===== src/rtl/ifu_fetch_ctrl.sv =====
// -----------------------------------------------------------------------------
// ifu_fetch_ctrl
// Fetch-request sequencer for the instruction fetch unit. It owns the fetch PC,
// issues I-cache requests only when both an in-flight slot and a fetch-queue
// slot are free, tags each in-order response with {pc, predicted npc} from a
// small metadata FIFO, and pushes fetch groups into the fetch queue. After a
// redirect, responses that belong to killed requests are counted down and
// dropped (DRAIN state) before fetching resumes.
//
// Ports
//   clk_i, rst_i            clock, synchronous active-high reset
//   flush_i, flush_pc_i     redirect and its target PC
//   bpu_taken_i/target_i    prediction for icache_req_pc_o, sampled on fire
//   icache_req_valid_o/ready_i/pc_o   request channel
//   icache_rsp_valid_i/data_i         in-order response channel
//   fq_push_o, fq_pc_o, fq_pred_npc_o, fq_data_o   fetch-queue push
//   fq_pop_i                downstream consumed one fetch-queue entry
//   inflight_cnt_o          outstanding requests (live + stale)
//   fq_credit_o             fetch-queue slots not yet used or reserved
//
// Handshake: a request transfers on a cycle where icache_req_valid_o and
// icache_req_ready_i are both high ("fire"); valid never depends on ready.
// Responses have no ready: every request that fired already owns a
// fetch-queue slot, so a live response is pushed in the cycle it arrives.
// -----------------------------------------------------------------------------
module ifu_fetch_ctrl #(
   parameter int              XLEN            = 32,
   parameter int              INSTR_PER_FETCH = 4,
   parameter int              IFU_INF_DEPTH   = 2,
   parameter int              IFU_FQ_DEPTH    = 4,
   parameter logic [XLEN-1:0] RESET_PC        = 32'h8000_0000
) (
   input  logic                                     clk_i,
   input  logic                                     rst_i,
   input  logic                                     flush_i,
   input  logic [XLEN-1:0]                          flush_pc_i,
   input  logic                                     bpu_taken_i,
   input  logic [XLEN-1:0]                          bpu_target_i,
   output logic                                     icache_req_valid_o,
   input  logic                                     icache_req_ready_i,
   output logic [XLEN-1:0]                          icache_req_pc_o,
   input  logic                                     icache_rsp_valid_i,
   input  logic [32*INSTR_PER_FETCH-1:0]            icache_rsp_data_i,
   output logic                                     fq_push_o,
   output logic [XLEN-1:0]                          fq_pc_o,
   output logic [XLEN-1:0]                          fq_pred_npc_o,
   output logic [32*INSTR_PER_FETCH-1:0]            fq_data_o,
   input  logic                                     fq_pop_i,
   output logic [$clog2(IFU_INF_DEPTH+1)-1:0]       inflight_cnt_o,
   output logic [$clog2(IFU_FQ_DEPTH+1)-1:0]        fq_credit_o
);

   localparam int FB = 4 * INSTR_PER_FETCH;
   localparam int IW = $clog2(IFU_INF_DEPTH + 1);
   localparam int QW = $clog2(IFU_FQ_DEPTH + 1);
   localparam int PW = (IFU_INF_DEPTH > 1) ? $clog2(IFU_INF_DEPTH) : 1;
   localparam logic [XLEN-1:0] FB_MASK = XLEN'(FB - 1);
   localparam logic [XLEN-1:0] FB_STEP = XLEN'(FB);

   typedef enum logic {
      ST_RUN   = 1'b0,
      ST_DRAIN = 1'b1
   } state_t;

   state_t            state;
   logic [XLEN-1:0]   pc;
   logic [IW-1:0]     inflight;
   logic [IW-1:0]     drop_cnt;
   logic [QW-1:0]     fq_cnt;
   logic [XLEN-1:0]   meta_pc  [IFU_INF_DEPTH];
   logic [XLEN-1:0]   meta_npc [IFU_INF_DEPTH];
   logic [PW-1:0]     wr_ptr;
   logic [PW-1:0]     rd_ptr;

   logic [IW-1:0]     live_inflight;
   logic [IW-1:0]     stale_left;
   logic              rsp_ok;
   logic              pop_ok;
   logic              room_ok;
   logic              req_valid;
   logic              fire;
   logic              push;
   logic [XLEN-1:0]   seq_pc;
   logic [XLEN-1:0]   npc;

   function automatic logic [PW-1:0] ptr_inc(input logic [PW-1:0] p);
      return (p == PW'(IFU_INF_DEPTH - 1)) ? '0 : p + PW'(1);
   endfunction

   // Stale requests still occupy the I-cache but no longer hold a queue slot.
   assign live_inflight = inflight - drop_cnt;
   // Requests that will still be outstanding once this cycle's response lands;
   // on a flush these are exactly the responses to be discarded.
   assign stale_left    = inflight - IW'(rsp_ok);

   // Illegal events (response with nothing outstanding, pop of an empty
   // queue) are ignored rather than allowed to wrap the counters.
   assign rsp_ok  = icache_rsp_valid_i && (inflight != '0);
   assign pop_ok  = fq_pop_i && (fq_cnt != '0) && !flush_i;
   assign room_ok = (int'(live_inflight) < IFU_INF_DEPTH) &&
                    (int'(fq_cnt) + int'(live_inflight) < IFU_FQ_DEPTH);

   assign req_valid = !rst_i && (state == ST_RUN) && !flush_i && room_ok;
   assign fire      = req_valid && icache_req_ready_i;
   // A response in a flush cycle belongs to a killed request.
   assign push      = !rst_i && rsp_ok && (drop_cnt == '0) && !flush_i;

   // Next sequential group starts at the following FB-aligned address.
   assign seq_pc = (pc & ~FB_MASK) + FB_STEP;
   assign npc    = bpu_taken_i ? bpu_target_i : seq_pc;

   always_ff @(posedge clk_i) begin
      if (rst_i) begin
         state    <= ST_RUN;
         pc       <= RESET_PC;
         inflight <= '0;
         drop_cnt <= '0;
         fq_cnt   <= '0;
         wr_ptr   <= '0;
         rd_ptr   <= '0;
         for (int i = 0; i < IFU_INF_DEPTH; i++) begin
            meta_pc[i]  <= '0;
            meta_npc[i] <= '0;
         end
      end else begin
         inflight <= inflight + IW'(fire) - IW'(rsp_ok);
         if (flush_i) begin
            pc       <= flush_pc_i;
            fq_cnt   <= '0;
            wr_ptr   <= '0;
            rd_ptr   <= '0;
            drop_cnt <= stale_left;
            state    <= (stale_left != '0) ? ST_DRAIN : ST_RUN;
         end else begin
            fq_cnt <= fq_cnt + QW'(push) - QW'(pop_ok);
            if (fire) begin
               meta_pc[wr_ptr]  <= pc;
               meta_npc[wr_ptr] <= npc;
               wr_ptr           <= ptr_inc(wr_ptr);
               pc               <= npc;
            end
            if (push) begin
               rd_ptr <= ptr_inc(rd_ptr);
            end
            if (rsp_ok && (drop_cnt != '0)) begin
               drop_cnt <= drop_cnt - IW'(1);
               if (drop_cnt == IW'(1)) begin
                  state <= ST_RUN;
               end
            end
         end
      end
   end

   assign icache_req_valid_o = req_valid;
   assign icache_req_pc_o    = pc;
   assign fq_push_o          = push;
   assign fq_pc_o            = push ? meta_pc[rd_ptr]  : '0;
   assign fq_pred_npc_o      = push ? meta_npc[rd_ptr] : '0;
   assign fq_data_o          = push ? icache_rsp_data_i : '0;
   assign inflight_cnt_o     = inflight;
   assign fq_credit_o        = rst_i ? '0 :
                               QW'(IFU_FQ_DEPTH) - fq_cnt - QW'(live_inflight);

   a_rsp_with_nothing_outstanding: assert property (
      @(posedge clk_i) disable iff (rst_i)
      !(icache_rsp_valid_i && (inflight == '0)));

   a_pop_of_empty_queue: assert property (
      @(posedge clk_i) disable iff (rst_i)
      !(fq_pop_i && (fq_cnt == '0)));

   a_queue_space_reserved: assert property (
      @(posedge clk_i) disable iff (rst_i)
      (int'(fq_cnt) + int'(inflight) <= IFU_FQ_DEPTH + int'(drop_cnt)));

endmodule

===== config.mk =====
export PLATFORM = sky130hd
export DESIGN_NAME = ifu_fetch_ctrl
export DESIGN_NICKNAME = d
export VERILOG_FILES = /design/src/rtl/ifu_fetch_ctrl.sv
export SDC_FILE = /design/constraint.sdc
export NUM_CORES = 1
export LEC_CHECK = 0
export ABC_AREA = 1
export CORE_ASPECT_RATIO = 0.75
export CORE_MARGIN = 4
export CORE_UTILIZATION = 36
export DETAILED_ROUTE_END_ITERATION = 10
export PLACE_DENSITY = 0.7
export SLEW_MARGIN = 15
export SYNTH_ARGS = -nofsm -noshare
export SYNTH_HDL_FRONTEND = slang
export SYNTH_SLANG_ARGS = --single-unit

===== constraint.sdc =====
create_clock -name clk_i -period 3.6 [get_ports clk_i]
set_input_delay 0.54 -clock clk_i [delete_from_list [all_inputs] [get_ports clk_i]]
set_output_delay 0.54 -clock clk_i [all_outputs]
set_load 0.03 [all_outputs]

Yosys cells after proc, flatten, opt, wreduce, memory -nomap -nowiden --
Memories as Yosys holds them, arrays and structs flattened. A register that Yosys moved wholly into a read port is not among the register bits. Cells that the tools add are included.
Storage, ports and cells: output and inout port bits 231, logic and storage cells 83, input bits 199, memory bits (writable) 128, bits in registers 42, memories 2
Operators by class: muxes and demuxes 31, reductions and logical operators 26, equality and inequality tests 1, bitwise operators 1, add/sub/neg operators 13, magnitude comparators 2
Memories:
- meta_npc | depth 2, bits a word 32, rd ports 1, clocked after Yosys merged registers in 1, write ports 2, line 71 | logic [XLEN-1:0] meta_npc [IFU_INF_DEPTH];
- meta_pc | depth 2, bits a word 32, rd ports 1, clocked after Yosys merged registers in 1, write ports 2, line 70 | logic [XLEN-1:0] meta_pc [IFU_INF_DEPTH];
Operator list (number):
- 2-to-1 mux 32 bit | 7
- 2-to-1 mux 128 bit | 1
- OR reduction 32 bit | 2
- adder 32 x 5 -> 32 bit (second input constant) | 1
- 2-to-1 mux 1 bit | 20
- logical AND 1 bit | 12
- nonzero test 2 bit | 6
- adder 3 x 2 -> 4 bit | 1
- less-than comparator 4 x 3 -> 1 bit (second input constant) | 1
- 2-to-1 mux 2 bit | 2
- subtractor 2 x 1 -> 2 bit | 2
- adder 3 x 1 -> 3 bit | 1
- 2-to-1 mux 3 bit | 1
- nonzero test 3 bit | 1
- subtractor 3 x 1 -> 3 bit | 1
- subtractor 3 x 2 -> 3 bit | 1
- subtractor 3 bit (first input constant) | 1
- adder 1 bit (second input constant) | 2
- adder 2 x 1 -> 2 bit | 1
- == test 2 x 1 -> 1 bit (second input constant) | 1
- logical NOT 1 bit | 2
- logical NOT 2 bit | 1
- less-than comparator 2 bit (second input constant) | 1
- AND reduction 2 bit | 1
- other kinds (4) | 4

Logic depth before layout (Yosys ltp) --
Gate-level depths: netlist (run 1).
depth after elaboration 12, gate-level depth with buffers 18, mapped depth without buffers 17

Worst setup path before layout (run 1) --
No wires, ideal clock.
kind reg-to-reg, start register inflight[0], in the netlist inflight_cnt_o[0], end memory meta_npc[0][0], enable pin, data arrival time 3.709 ns, setup slack -0.533 ns, data required time 3.176 ns, library setup time 0.424 ns, cell stages (with the launch flop) 17, path buffers 2, clock period less this slack 4.133 ns, path through dfxtp_1 > inv_1 > ha_1 > xnor2_1 > nand2_1 > nand2_2 > inv_1 > ha_1 > nand2_1 > nand3_2 > nor2_4 > nand3_4 > inv_4 > nand2_2 > buf_6 > buf_6 > nand2_1
RTL lines:
- start: declaration | line 67 | logic [IW-1:0] inflight;
- start signal: assignment | line 126 | inflight <= inflight + IW'(fire) - IW'(rsp_ok);
- end: declaration | line 71

Worst setup path after layout (run 1) --
start register inflight[0], in the netlist inflight_cnt_o[0], end output port fq_credit_o[2]
On the way: longest elaborated chain between the ends 3
RTL lines:
- subtractor 2 bit | line 91 | assign live_inflight = inflight - drop_cnt;
- subtractor 3 x 2 -> 3 bit | line 163 | QW'(IFU_FQ_DEPTH) - fq_cnt - QW'(live_inflight);
- 2-to-1 mux 3 bit | line 162 | assign fq_credit_o = rst_i ? '0 :
- end: declaration | line 50 | output logic [$clog2(IFU_FQ_DEPTH+1)-1:0] fq_credit_o
No other way between the ends.

==> results of run 1 <==
-- per-layer routing --
metal | vias to the layer above | part of all wire, % | global-route usage (%)
met5 | - | 0 | 0
met4 | 0 | 1.1 | 3.44
met3 | 29 | 9.5 | 6.40
met2 | 484 | 46 | 38.2
met1 | 4605 | 44 | 34.0
li1 | 5045 | - | -
-- area by class of cell --
class | count | area (sq um)
tap | 351 | 439
multi-input combinational | 912 | 4090
clock buffer | 17 | 425
sequential | 171 | 4710
clock inverter | 15 | 174
fill | 2422 | 11700
timing repair buffer | 449 | 4760
inverter | 226 | 865
-- state kept, by name, summed over array words and instances (netlist names), named ones only --
register         count
drop_cnt             2
meta_pc             64
state                1
meta_npc            64
rd_ptr               1
inflight_cnt_o       2
icache_req_pc_o     32
wr_ptr               1
fq_cnt               3
-- worst max path at each step --
stage                                             from  slack, ns                            to
after floorplan           inflight_cnt_o[0]$_SDFF_PP0_       0.09  meta_npc[0][0]$_SDFFCE_PN0P_
after global placement              icache_rsp_valid_i       0.07                fq_data_o[116]
after detailed placement            icache_rsp_valid_i      0.006                 fq_data_o[94]
after CTS                 inflight_cnt_o[0]$_SDFF_PP0_       0.04                fq_credit_o[1]
after global routing      inflight_cnt_o[1]$_SDFF_PP0_       0.03                 fq_data_o[85]
final                     inflight_cnt_o[0]$_SDFF_PP0_       0.28                fq_credit_o[2]
-- placed cells by master, fill, tap and decap left out, types with 2 or more instances in the layout --
cell	n
o21ai_1	2
nor2_4	3
or2_2	17
dfxtp_1	42
xnor2_1	3
nand4_1	4
clkinv_8	2
ha_1	14
nand3_1	65
inv_2	5
nand3b_1	2
a21oi_1	107
clkbuf_16	17
nand2_2	6
nor3_1	2
buf_12	64
o21ai_0	23
nor2_1	296
xor2_1	3
clkdlybuf4s50_1	233
edfxtp_1	128
inv_8	4
buf_4	150
inv_6	4
nor2_2	37
nand3_2	2
inv_1	218
clkinv_4	3
clkinv_2	2
nand2_1	316
-- logic make-up (layout without fill, tap and decap cells) --
family / after synthesis / in the layout / share of synthesized area (%)
flip-flops: 171 / 171 / 46.9
XOR/XNOR: 6 / 6 / 0.525
AO/OA/AOI/OAI: 138 / 138 / 7.03
buffers and inverters: 295 / 707 / 12.3
multiplexers: 1 / 1 / 0.0999
adder cells (fa/ha/maj): 15 / 15 / 1.95
AND/OR/NAND/NOR: 752 / 752 / 31.1
-- where the power goes --
| part | switching, mW | total [mW] | internal (mW) |
|---|---|---|---|
| clock | 0.870 | 1.86 | 0.995 |
| combinational | 1.08 | 1.77 | 0.697 |
| sequential | 0.126 | 2.43 | 2.30 |
| total | 2.07 | 6.06 | 3.99 |
-- synthesized netlist by cell type (5+ instances only) --
master    number  area share (%)
inv_2          5            0.19
clkbuf_1      26            0.97
a21oi_1      107             5.3
ha_1          14             1.7
inv_1        219             8.2
edfxtp_1     128              38
buf_6         11             1.2
nand2_1      318              12
o21ai_0       23             1.1
nor2_2        37             2.3
or2_2         17             1.1
dfxtp_1       43             8.6
nor2_1       296              11
nand3_1       65             3.2
buf_2         29             1.4
-- worst reg2reg max path, delay by kind of cell, from the launching register on --
family,cells,cell delay (ns)
xor gates and xnor gates,1,0.18
DFF,1,0.39
adders and majority gates,2,0.52
and+or+nand+nor,8,1.00
buffers and inverters,4,0.84
-- metrics by stage --
| stage | util (%) | std cells | cell area, sq um | hold slack, ns | total power [mW] |
|---|---|---|---|---|---|
| final | 56.8 | 2141 | 15500 | 0.476 | 6.06 |
| after global routing | 56.8 | 2141 | 15500 | 0.495 | 6.33 |
| after CTS | 56.8 | 2141 | 15400 | 0.478 | 6.09 |
| after detailed placement | 54.6 | 2109 | 14800 | 0.467 | 4.24 |
| after global placement | 54.6 | 2109 | 14800 | 0.456 | 4.22 |
| after floorplan | - | 1378 | 10000 | 0.445 | 3.43 |
-- timing repair --
action | in CTS | in global routing
setup endpoints to repair | 38 | 38
gates resized for setup | 3 | 3
hold buffers | 0 | 0
==> flow_metrics.env, run 1 <==
export IMPL_outcome="finished clean"
export IMPL_cts_htree_levels=4
export IMPL_design_die_area_sq_mm=0.0306
export IMPL_hold_start="wr_ptr$_SDFFE_PP0N_"
export IMPL_core_sq_mm=0.0272
export IMPL_root_buffer="clkbuf_16"
export IMPL_min_period_ns=3.32
export IMPL_hp_class="reg -> reg"
export IMPL_yosysSeqAreaShare_pct=46.9
export IMPL_syn_cell_area_sq_mm=0.0100
export IMPL_grt_usage_pct=24.0
export IMPL_syn_to_final_growth_pct=54.3
export IMPL_clock_latency_ns=0.43
export IMPL_portBuffers=429
export IMPL_syn_nets=1592
export IMPL_vias_per_cell=4.75
export IMPL_yosys_most_used_dff="edfxtp_1"
export IMPL_cts_buffers=17
export IMPL_grt_pass1_wl_um=57700
export IMPL_die_width_um=201
export IMPL_antenna_cells=0
export IMPL_first_pass_iters=6
export IMPL_required_ns=3.06
export IMPL_clock_path_buffers=2
export IMPL_fin_crit_sh_pct=92.3
export IMPL_cp_num_buf_inv=4
export IMPL_layout_drive_gt1_share_pct=18.0
export IMPL_fin_ws_ns=0.277
export IMPL_postRouteAntennaNets=0
export IMPL_synth_edf_count=128
export IMPL_pre_cts_ws_ns=0.00635
export IMPL_ys_types=38
export IMPL_synthArstFlopShare_pct=0
export IMPL_path_depth=12
export IMPL_path_clk_slew_ns=0.08
export IMPL_grt_max_degree=157
export IMPL_arrival_ns=2.78
export IMPL_start_kind="flip-flop"
export IMPL_slew_headroom_pct=37.2
export IMPL_vdd_drop_max_uv=360
export IMPL_holdPathEnd="wr_ptr$_SDFFE_PP0N_"
export IMPL_yosysWarnings=0
export IMPL_wl_per_cell_um=18.0
export IMPL_finalNetCount=1991
export IMPL_setup_worst_path_end_class="primary output"
export IMPL_fmax_mhz=301
export IMPL_r2r_end="meta_npc[0][13]$_SDFFCE_PN0P_"
export IMPL_worstPathMaxFanout=4
export IMPL_dieHeight_um=152
export IMPL_place_gp_congestion=0.974
export IMPL_tightest_slew_ns=0.941
export IMPL_cts_setup_buffers=0
export IMPL_leakage_nw=6.85
export IMPL_cpMaxStageDelayCell="dlygate4sd2_1"
export IMPL_routed_wl_um=38500
export IMPL_start_util_pct=36.8
export IMPL_rsz0062_at_grt="no"
export IMPL_worst_clock_skew_ns=0.0202
export IMPL_syn_instance_count=1378
export IMPL_finalSetupTns_ns=0
export IMPL_r2r_start="inflight_cnt_o[0]$_SDFF_PP0_"
export IMPL_grt_pass1_vias=9489
export IMPL_setup_viol=0
export IMPL_r2r_cells=15
export IMPL_drv_cap=0
export IMPL_cts_tree="yes"
export IMPL_worst_setup_path_type="reg -> out"
export IMPL_rows=52
export IMPL_avgSynthCellArea_sq_um=7.27
export IMPL_vias=10200
export IMPL_max_stage_delay_ns=0.41
export IMPL_drc_errors=0
export IMPL_crit_chain="inv_1, ha_1, xnor2_1, nand2_1, nand2_2, inv_1, ha_1, inv_1, ha_1, xor2_1, nor2_1, dlygate4sd2_1"
export IMPL_regToRegSetupSlack_ns=0.30
export IMPL_power_density_mw_per_mm2=392
export IMPL_ys_ff_latch=171
export IMPL_ios=430
export IMPL_path_delay_family="adder cells"
export IMPL_whs_path_depth=2
export IMPL_grt_overflow_total=0
export IMPL_cts_sinks=171
export IMPL_drtIter0Drc=926
export IMPL_hold_viol_final=0
export IMPL_slew_violations=0
export IMPL_antenna_found_initial=0
export IMPL_post_dp_hpwl_um=29000
No activity file was read; power rests on OpenSTA's default activity.
==> run 2: changes to the inputs <==
--- a/config.mk
+++ b/config.mk
@@ -10,6 +10,7 @@
 export CORE_MARGIN = 4
 export CORE_UTILIZATION = 36
 export DETAILED_ROUTE_END_ITERATION = 10
+export GPL_ROUTABILITY_DRIVEN = 0
 export PLACE_DENSITY = 0.7
 export SLEW_MARGIN = 15
 export SYNTH_ARGS = -nofsm -noshare
==> run 2 against run 1 <==
Net effect: cell count is the same; combinational power is essentially flat; critical endpoint is now fq_data_o[7]; clock power is essentially flat; critical path type unchanged; highest routed layer unchanged; power grew 0.16%.
==> flow_metrics.env, run 2 (same netlist as run 1, synthesis figures left out) <==
export IMPL_rows=52
export IMPL_cp_startpoint="drop_cnt[0]$_SDFFE_PP0P_"
export IMPL_portBuffers=429
export IMPL_clock_path_buffers=2
export IMPL_post_route_cell_area_sq_mm=0.0155
export IMPL_min_period_ns=3.34
export IMPL_fin_crit_sh_pct=92.9
export IMPL_mostFrequentLayoutCell="nand2_1"
export IMPL_clock_latency_ns=0.44
export IMPL_cts_htree_levels=4
export IMPL_worst_clock_skew_ns=0.0111
export IMPL_layout_cells_non_filler=2141
export IMPL_dieHeight_um=152
export IMPL_cts_tree="yes"
export IMPL_vias_per_cell=4.81
export IMPL_cts_sinks=171
export IMPL_start_kind="flip-flop"
export IMPL_slew_headroom_pct=38.5
export IMPL_worstPathMaxFanout=144
export IMPL_design_die_area_sq_mm=0.0306
export IMPL_finalNetCount=1991
export IMPL_finalSetupTns_ns=0
export IMPL_vias=10300
export IMPL_grt_usage_pct=24.1
export IMPL_dpl_cell_area_sq_mm=0.0149
export IMPL_routed_wl_um=38300
export IMPL_hold_start="wr_ptr$_SDFFE_PP0N_"
export IMPL_wl_per_cell_um=17.9
export IMPL_hold_slack_ns=0.482
export IMPL_rsz0062_at_grt="no"
export IMPL_vdd_drop_max_uv=342
export IMPL_setup_viol=0
export IMPL_root_buffer="clkbuf_16"
export IMPL_fmax_mhz=299
export IMPL_ios=430
export IMPL_leakage_nw=6.86
export IMPL_outcome="finished clean"
export IMPL_tightest_slew_ns=0.923
export IMPL_grt_pass1_vias=9799
export IMPL_antenna_cells=0
export IMPL_grt_overflow_total=0
export IMPL_worst_setup_path_type="reg -> out"
export IMPL_drtIter0Drc=940
export IMPL_core_sq_mm=0.0272
export IMPL_slew_violations=0
export IMPL_start_util_pct=36.8
export IMPL_fin_util_pct=56.9
export IMPL_grt_pass1_wl_um=58100
export IMPL_setup_worst_path_end_class="primary output"
export IMPL_syn_to_final_growth_pct=54.3
export IMPL_cts_buffers=17
export IMPL_arrival_ns=2.80
export IMPL_antenna_found_initial=0
export IMPL_r2r_start="inflight_cnt_o[0]$_SDFF_PP0_"
export IMPL_die_width_um=201
export IMPL_required_ns=3.06
export IMPL_grt_max_degree=145
export IMPL_drc_errors=0
export IMPL_placed_cells=2109
export IMPL_cts_hold_buf=0
export IMPL_layout_drive_gt1_share_pct=18.0
export IMPL_drv_cap=0
export IMPL_num_fill_cells=2441
export IMPL_post_dp_hpwl_um=28800
export IMPL_final_cell_mix="316 x nand2_1, 296 x nor2_1, 233 x clkdlybuf4s50_1"
export IMPL_hold_viol_final=0
export IMPL_power_density_mw_per_mm2=393
export IMPL_path_clk_slew_ns=0.07
export IMPL_postRouteAntennaNets=0
export IMPL_cts_setup_buffers=0
export IMPL_hp_class="reg -> reg"
export IMPL_first_pass_iters=6
==> run 2: cell count changes in the layout (fill, tap and decap cells not counted), sizes merged <==
cell	before	now
clkbuf	17	18
inv	233	234
clkinv	7	5
==> run 2: cell type report <==
cell class	count	area, sq um	share of cell area, %
clock buffer	18	439	2.84
clock inverter	14	154	0.995
inverter	226	865	5.59
multi-input combinational	912	4090	26.4
sequential	171	4710	30.4
tap	351	439	2.84
timing repair buffer	449	4770	30.9
==> run 2: power by group <==
part           leakage (nW)  internal [mW]  switching, mW
combinational          4.88          0.697           1.08
sequential             1.68           2.30          0.119
clock                 0.297           1.01          0.870
==> run 2: repair_timing <==
item	in CTS	in global routing
pin swaps	0	0
resized for setup	3	3
endpoints found under the setup margin	50	50
gates cloned	0	0
==> run 2: per-stage QoR <==
step	worst slack, ns	power (mW)
3_5_place_dp	-0.000981	4.24
3_3_place_gp	0.0883	4.21
5_1_grt	0.0327	6.34
6_report	0.256	6.07
2_1_floorplan	0.0918	3.43
4_1_cts	0.0524	6.09
==> run 2: path summary, 6_finish.rpt <==
kind,to,slack [ns],cells after the start
worst max-delay path,fq_data_o[7],0.26,11
worst min-delay path,wr_ptr$_SDFFE_PP0N_,0.48,2
worst max register to register,meta_npc[0][19]$_SDFFCE_PN0P_,0.39,15
worst min register to register,wr_ptr$_SDFFE_PP0N_,0.48,2
==> run 2: worst max-delay path, stage by stage (launching register included) <==
cell     delay (ns)
dfxtp_1        0.38
inv_1          0.08
ha_1           0.20
inv_1          0.07
nor2_1         0.05
inv_1          0.09
nor2_1         0.06
buf_4          0.16
inv_12         0.40
buf_4          0.51
nor2_1         0.10
buf_4          0.19
==> run 2: per-layer routing <==
layer  global-route usage (%)  share of wire (%)
met5                        0                  0
met4                     4.19                1.1
met3                     5.51                8.6
met2                     38.5                 46
met1                     34.2                 44
==> run 3: changes to the inputs <==
--- a/config.mk
+++ b/config.mk
@@ -11,6 +11,7 @@
 export CORE_UTILIZATION = 36
 export DETAILED_ROUTE_END_ITERATION = 10
 export GPL_ROUTABILITY_DRIVEN = 0
+export HOLD_SLACK_MARGIN = 0.02
 export PLACE_DENSITY = 0.7
 export SLEW_MARGIN = 15
 export SYNTH_ARGS = -nofsm -noshare
==> results of run 3 <==
Same layout as run 2: the final DEF is identical, and so are final timing and power.
